**config.mk**
```make
export PLATFORM = sky130hd
export DESIGN_NAME = register_file_2w2r
export DESIGN_NICKNAME = d
export VERILOG_FILES = /design/src/rtl/register_file_2w2r.sv
export SDC_FILE = /design/constraint.sdc
export NUM_CORES = 2
export LEC_CHECK = 0
export ABC_AREA = 1
export CAP_MARGIN = 20
export CORE_MARGIN = 1
export CORE_UTILIZATION = 30
export DETAILED_ROUTE_END_ITERATION = 12
export MAX_ROUTING_LAYER = met4
export PLACE_DENSITY = 0.52
export RECOVER_POWER = 50
export SETUP_SLACK_MARGIN = 0.05
export SYNTH_ARGS = -nofsm -noshare
export SYNTH_HDL_FRONTEND = slang
export SYNTH_SLANG_ARGS = --single-unit
```
**constraint.sdc**
```tcl
create_clock -name clk -period 3.3 [get_ports clk]
set_input_delay 0.495 -clock clk [delete_from_list [all_inputs] [get_ports clk]]
set_output_delay 0.495 -clock clk [all_outputs]
set_load 0.05 [all_outputs]
```
**src/rtl/register_file_2w2r.sv**
```systemverilog
// Architectural register file: two write ports from writeback, two registered
// read ports with write-through, and a per-register pending-write scoreboard.
module register_file_2w2r #(
  parameter int DATA_W   = 32,
  parameter int ADDR_W   = 5,
  parameter int ZERO_REG = 0
) (
  input  logic              clk,
  input  logic              rst,
  input  logic [1:0]        write,
  input  logic [DATA_W-1:0] wr1,
  input  logic [DATA_W-1:0] wr2,
  input  logic [ADDR_W-1:0] wa1,
  input  logic [ADDR_W-1:0] wa2,
  input  logic              re,
  input  logic [ADDR_W-1:0] ra1,
  input  logic [ADDR_W-1:0] ra2,
  output logic [DATA_W-1:0] rd1,
  output logic [DATA_W-1:0] rd2,
  input  logic              lock,
  input  logic [ADDR_W-1:0] la,
  output logic              busy1,
  output logic              busy2
);

  localparam int NREG = 2 ** ADDR_W;

  logic [DATA_W-1:0] regs_q [NREG];
  logic [DATA_W-1:0] regs_d [NREG];
  logic [NREG-1:0]   pending_q;
  logic [NREG-1:0]   pending_d;
  logic [DATA_W-1:0] rd1_q;
  logic [DATA_W-1:0] rd1_d;
  logic [DATA_W-1:0] rd2_q;
  logic [DATA_W-1:0] rd2_d;

  logic [NREG-1:0]   hit1;
  logic [NREG-1:0]   hit2;
  logic [NREG-1:0]   lock_hit;

  // Per-register decode; a hard-wired zero register never sees a hit.
  genvar gi;
  generate
    for (gi = 0; gi < NREG; gi++) begin : g_dec
      localparam logic [ADDR_W-1:0] IDX     = ADDR_W'(gi);
      localparam bit                IS_ZERO = (ZERO_REG != 0) && (gi == 0);
      assign hit1[gi]     = !IS_ZERO && write[0] && (wa1 == IDX);
      assign hit2[gi]     = !IS_ZERO && write[1] && (wa2 == IDX);
      assign lock_hit[gi] = !IS_ZERO && lock && (la == IDX);
    end
  endgenerate

  // Port 2 wins a same-address collision; a same-cycle lock outranks the clear.
  always_comb begin
    for (int i = 0; i < NREG; i++) begin
      regs_d[i]    = regs_q[i];
      pending_d[i] = pending_q[i];
      if (hit2[i]) begin
        regs_d[i] = wr2;
      end else if (hit1[i]) begin
        regs_d[i] = wr1;
      end
      if (lock_hit[i]) begin
        pending_d[i] = 1'b1;
      end else if (hit1[i] || hit2[i]) begin
        pending_d[i] = 1'b0;
      end
    end
  end

  // Reading the next-state array gives write-through for free.
  always_comb begin
    rd1_d = rd1_q;
    rd2_d = rd2_q;
    if (re) begin
      rd1_d = regs_d[ra1];
      rd2_d = regs_d[ra2];
    end
  end

  always_ff @(posedge clk) begin
    if (!rst) begin
      for (int i = 0; i < NREG; i++) begin
        regs_q[i] <= '0;
      end
      pending_q <= '0;
      rd1_q     <= '0;
      rd2_q     <= '0;
    end else begin
      for (int i = 0; i < NREG; i++) begin
        regs_q[i] <= regs_d[i];
      end
      pending_q <= pending_d;
      rd1_q     <= rd1_d;
      rd2_q     <= rd2_d;
    end
  end

  assign rd1   = rd1_q;
  assign rd2   = rd2_q;
  assign busy1 = pending_q[ra1];
  assign busy2 = pending_q[ra2];

endmodule

```
# After elaboration in Yosys (flattened, before gate mapping)
# Memories as Yosys holds them, arrays and structs flattened.
# Cells that the tools add are included.
# totals
reg_bits,96
mem_bits_rw,1024
mem_count,1
wordCells,501
# memory_table
name,words,word_bits,rd,rd_clocked_by_memory_dff,write_ports,line,rtl
regs_q,32,32,32,0,32,28,logic [DATA_W-1:0] regs_q [NREG];
# op_classes
reduce_logical,163
bitwise_logic,34
n_lt_le_gt_ge,4
n_eq_ne,93
muxes,172
# op_table
cell,n
two-way mux 32 bit,100
binary-select mux 32 bit (select 5 bit),2
equality test 5 bit (second input constant),48
equality test 5 x 4 -> 1 bit (second input constant),24
logical AND 1 bit,96
two-way mux 1 bit,68
nonzero test 2 bit,32
equality test 5 x 3 -> 1 bit (second input constant),12
logical OR 1 bit,32
OR 1 bit,32
equality test 5 x 2 -> 1 bit (second input constant),6
equality test 5 x 1 -> 1 bit (second input constant),3
zero test 5 bit,3
greater-or-equal comparator 6 bit (second input constant),2
less-than comparator 5 x 6 -> 1 bit (second input constant),2
NOT 5 -> 6 bit,2
binary-select mux 1 bit (select 5 bit),2

# Longest topological paths before layout
# logic_depth
ltp_word,7
depth_mapped,15
depth_no_buf,13

# Worst setup path after synthesis
# No wires, ideal clock.
# synth_timing
path_kind,input port to output port
start,input port ra1[0]
end,output port busy1
path_slack_ns,0.279
arrival_time_ns,2.526
stages,8
n_path_buf,3
cell_sequence,clkbuf_1 > clkinv_1 > clkbuf_1 > clkbuf_1 > o21ai_0 > o221ai_1 > nand3_1 > a32oi_1
# synth_via
elab_chain_cells,2
# synth_rtl
element,line,rtl
"start, declared",16,"input logic [ADDR_W-1:0] ra1,"
binary-select mux 1 bit (select 5 bit),101,assign busy1 = pending_q[ra1];
two-way mux 1 bit (implied by the code),101,
"end, declared",22,"output logic busy1,"
# Every way passes these cells. The select of a mux whose other input is x is not followed.

# Final worst setup path
# layout_timing
start,input port wa2[0]
end,register rd1_q[10] (netlist: rd1[10])
# layout_via
elab_chain_cells,6
word_cells_on_any_way,99
# layout_rtl
element,line,rtl
"start, declared",14,"input logic [ADDR_W-1:0] wa2,"
equality test 5 bit (tied with other cells),48,assign hit2[gi] = !IS_ZERO && write[1] && (wa2 == IDX);
logical AND 1 bit,48,
two-way mux 32 bit,58,if (hit2[i]) begin
binary-select mux 32 bit (select 5 bit) (*),76,rd1_d = regs_d[ra1];
two-way mux 32 bit (implied by the code) (*) (2 in a row),76,
"end signal, assigned",94,rd1_q <= rd1_d;
"end, declared",32,logic [DATA_W-1:0] rd1_q;
# Every way passes the cells marked *; elsewhere a longest branch is shown, timed or not. The select of a mux whose other input is x is not followed.
# A chain may end at the register's enable or synchronous reset.

==> reports/summary.log <==
INFO  worst_setup_path crit_path_end_kind=flop
INFO  worst_setup_path critical_path_class=input pin to flop
INFO  yosys          syn_inst=13200
INFO  run_status     failed_checks=setup timing
INFO  timing         finalClockSkew=0.0239ns
INFO  yosys          synth_fa_ha_area_share=0%
INFO  die            boundary_pin_count=161
INFO  yosys          postSynthAreaPerCell=5.85um2
INFO  flow_run       maxCapViolations=0
INFO  routing        vias_after_detailed_routing=108000
INFO  yosys          synth_nets=13300
INFO  yosys          synth_xor_xnor_area_share=0%
INFO  run_status     outcome=complete, but fails checks
INFO  timing         worst_pin_slew=1.09ns
INFO  die            core.rowCount=185
INFO  clock_tree     cts-root-to-sink-buffers=3
INFO  layout         postLayoutCoreUtil=41.8%
INFO  routing        detailroute.wirelength.met2=204mm
INFO  yosys          synth_edf_count=0
INFO  routing        antenna_nets_post_route=0
INFO  layout         flow.area_growth_from_synthesis=38.2%
INFO  yosys          synthFlopType=dfxtp_1
INFO  routing        detail_route.wirelength.met1=191mm
INFO  timing         final.period_utilization=100%
INFO  pwr            power_per_cell_area=375nW/um2
INFO  hold_path      hold_path_class=input pin to flop
INFO  die            die_height=509um
INFO  routing        vias_per_cell=5.91
INFO  die            initial_cell_density_of_the_core=30.3%
INFO  pwr            max-vdd-ir-drop=0.515mV
INFO  timing         report.final.slew_viol_count=0
INFO  yosys          synth-simple-area-share=50.7%
INFO  global_route   globalRouteTotalUtil=39.1%
INFO  placed_design  dp.cells=17900
INFO  pwr            p_leak=47.8nW
INFO  routing        wire_per_inst=27.9um
INFO  placed_design  port_buffers=160
INFO  clock_tree     cts_tree=built
INFO  die            core-area=255000um2
INFO  clock_tree     clock_tree.root_cell=clkbuf_16
INFO  layout         layout.cells.non_filler=18200
INFO  timing         hold_viol=0
INFO  yosys          synth_compound_area_share=8.13%
INFO  yosys          post_synth_instance_area=77100um2
INFO  clock_tree     clock_latency=0.86ns
INFO  yosys          combinational_family_with_the_most_area_after_synthesis=simple AND/OR/NAND/NOR gates
INFO  clock_tree     cts_num_sinks=1120
INFO  routing        drc=0
INFO  worst_setup_path critPathMaxFanout=14
INFO  timing         fmax=302MHz
INFO  clock_tree     ctsHtreeMaxLevel=4
INFO  routing        totalWireLength=509mm
INFO  pwr            post-layout-total-power=0.0399W
INFO  die            die_x=509um
INFO  yosys          synth_seq_cells=1120
INFO  die            design.die.area=259000um2
INFO  global_route   global_route.overflow_total=0
INFO  worst_setup_path critical_path.startpoint_type=input pin
INFO  yosys          async_reset_ff_share=0%
INFO  yosys          post_synth_mux_area_share=0%
INFO  clock_tree     cts_hold_buffers=0
INFO  worst_setup_path arrival=4.10ns
INFO  timing         timing.slew.headroom=27.6%
INFO  global_route   first_global_vias=97300
INFO  routing        detailedRoute.firstPassIterationCount=8
INFO  clock_tree     post_cts_setup_buffer_count=0
INFO  yosys          yosysSeqAreaShare=29.1%
INFO  clock_tree     clkSlewWorstSetupHoldPaths=0.06ns
INFO  timing         worst_slack=-0.0140ns
INFO  global_route   maximum_number_of_pins_on_one_net_before_global_route_repair=116
INFO  routing        drt_first_iter_violations=17700
INFO  timing         timing.final.crit_period=3.31ns
INFO  routing        met3WireLength=71.5mm
INFO  layout         layout-drive-gt1-share=18.8%
INFO  yosys          yosys_warnings=0
INFO  placed_design  dp_hpwl=348mm
INFO  global_route   antenna_found_initial=54
INFO  timing         setup_viol=1
INFO  global_route   grt_first_pass_wirelength=714mm
INFO  placed_design  gp_congestion=1.05
INFO  yosys          synth_cell_types=21
INFO  worst_setup_path worstPathRequired=4.09ns
INFO  layout         total_number_of_nets_in_the_final_design=14800
INFO  worst_setup_path r2r_setup_slk=1.26ns
INFO  routing        routed.top_layer=met4
INFO  timing         grt_setup_unrepaired=no
INFO  clock_tree     number_of_cts_inserted_buffers=148
[flip-flops by register name, indices dropped and copies added, names as in the netlist]
register	count
pending_q	32
rd1	32
rd2	32
regs_q	1024
[Yosys cell counts, types with 3 or more instances]
master	instances	share of area, %
inv_2	4	0.019
o22ai_1	4	0.032
nand3_1	5792	38
dfxtp_1	1120	29
a21oi_1	1124	7.3
inv_1	1119	5.5
clkinv_1	3	0.015
nand2_1	2390	12
o21ai_0	99	0.64
o221ai_1	10	0.11
buf_2	218	1.4
nor2_1	91	0.44
nand4_1	108	0.88
clkbuf_1	831	4.0
nor2_2	8	0.065
buf_1	233	1.1
[final cells by class]
class,instances,area [um2]
Antenna cell,45,113
Clock buffer,226,4460
Clock inverter,40,442
Fill cell,27100,148000
Inverter,1126,4290
Multi-Input combinational cell,9632,45500
Sequential cell,1120,22400
Tap cell,3366,4210
Timing Repair Buffer,2660,25100
[power by group]
group | internal [W] | switching, W
sequential | 0.0138 | 0.000235
combinational | 0.00278 | 0.00604
clock | 0.00984 | 0.00720
[repair_timing]
action                                  4_1_cts  5_1_grt
endpoints found under the hold margin         0        0
gates resized for setup                       0        1
endpoints found under the setup margin        0        1
[cell usage in the layout (no fill, tap or decap), types with 2 or more instances in the layout]
cell type,n
clkbuf_16,152
nand2_2,27
clkbuf_8,40
o221ai_1,10
inv_8,6
inv_1,1088
clkbuf_4,243
o21ai_0,99
buf_8,4
dfxtp_1,1120
dlygate4sd3_1,2
inv_4,2
clkbuf_1,102
clkinv_8,3
buf_4,1794
buf_2,22
nand3_2,5
nand2_1,2363
a21oi_1,1124
bufinv_16,7
a31oi_1,2
inv_2,20
inv_6,10
clkinv_2,22
buf_12,402
nand3_1,5787
clkinv_1,7
diode_2,45
nand4_1,108
nor2_1,85
nor2_4,15
o22ai_1,4
clkdlybuf4s50_1,125
[critical path, cell delays in order]
cell and delay [ns]:
dlygate4sd3_1 0.54, buf_4 0.17, nor2_1 0.07, clkbuf_4 0.15, nand2_1 0.16, nor2_4 0.07
inv_1 0.75, buf_4 0.44, nand3_1 0.17, nand3_1 0.10, nand3_1 0.08, nand3_1 0.08
nand3_1 0.21, nand3_1 0.36, nand2_1 0.09, a21oi_1 0.13
[cell families after synthesis]
family	after synthesis
buffers and inverters	2410
AO/OA/AOI/OAI	1241
AND/OR/NAND/NOR	8391
flip-flops	1120
[path summary, 6_finish.rpt]
check	startpoint	endpoint	depth (start not counted)
min	rst	regs_q[0][415]	3
max reg2reg	regs_q[1][498]	rd1[18]	11
max	wa2[0]	rd1[10]	16
min reg2reg	pending_q[25]	pending_q[25]	2
[stage by stage]
stage / hold WS, ns / TNS, ns / area (um2) / setup slack, ns
6_report: 0.203 / -0.0140 / 106000 / -0.0140
5_1_grt: 0.221 / 0 / 106000 / 0.0292
4_1_cts: 0.163 / 0 / 107000 / 0.0912
3_5_place_dp: 0.484 / -9.21 / 102000 / -0.296
3_3_place_gp: 0.482 / -10.24 / 102000 / -0.342
2_1_floorplan: 0.460 / 0 / 77100 / 0.279
[routing by layer]
layer | global-route usage (%) | vias up
met5 | - | -
met4 | 28.4 | 0
met3 | 11.7 | 1915
met2 | 54.1 | 8098
met1 | 47.8 | 49500
li1 | - | 48100
Note: power is estimated with default switching activity, not from simulation.
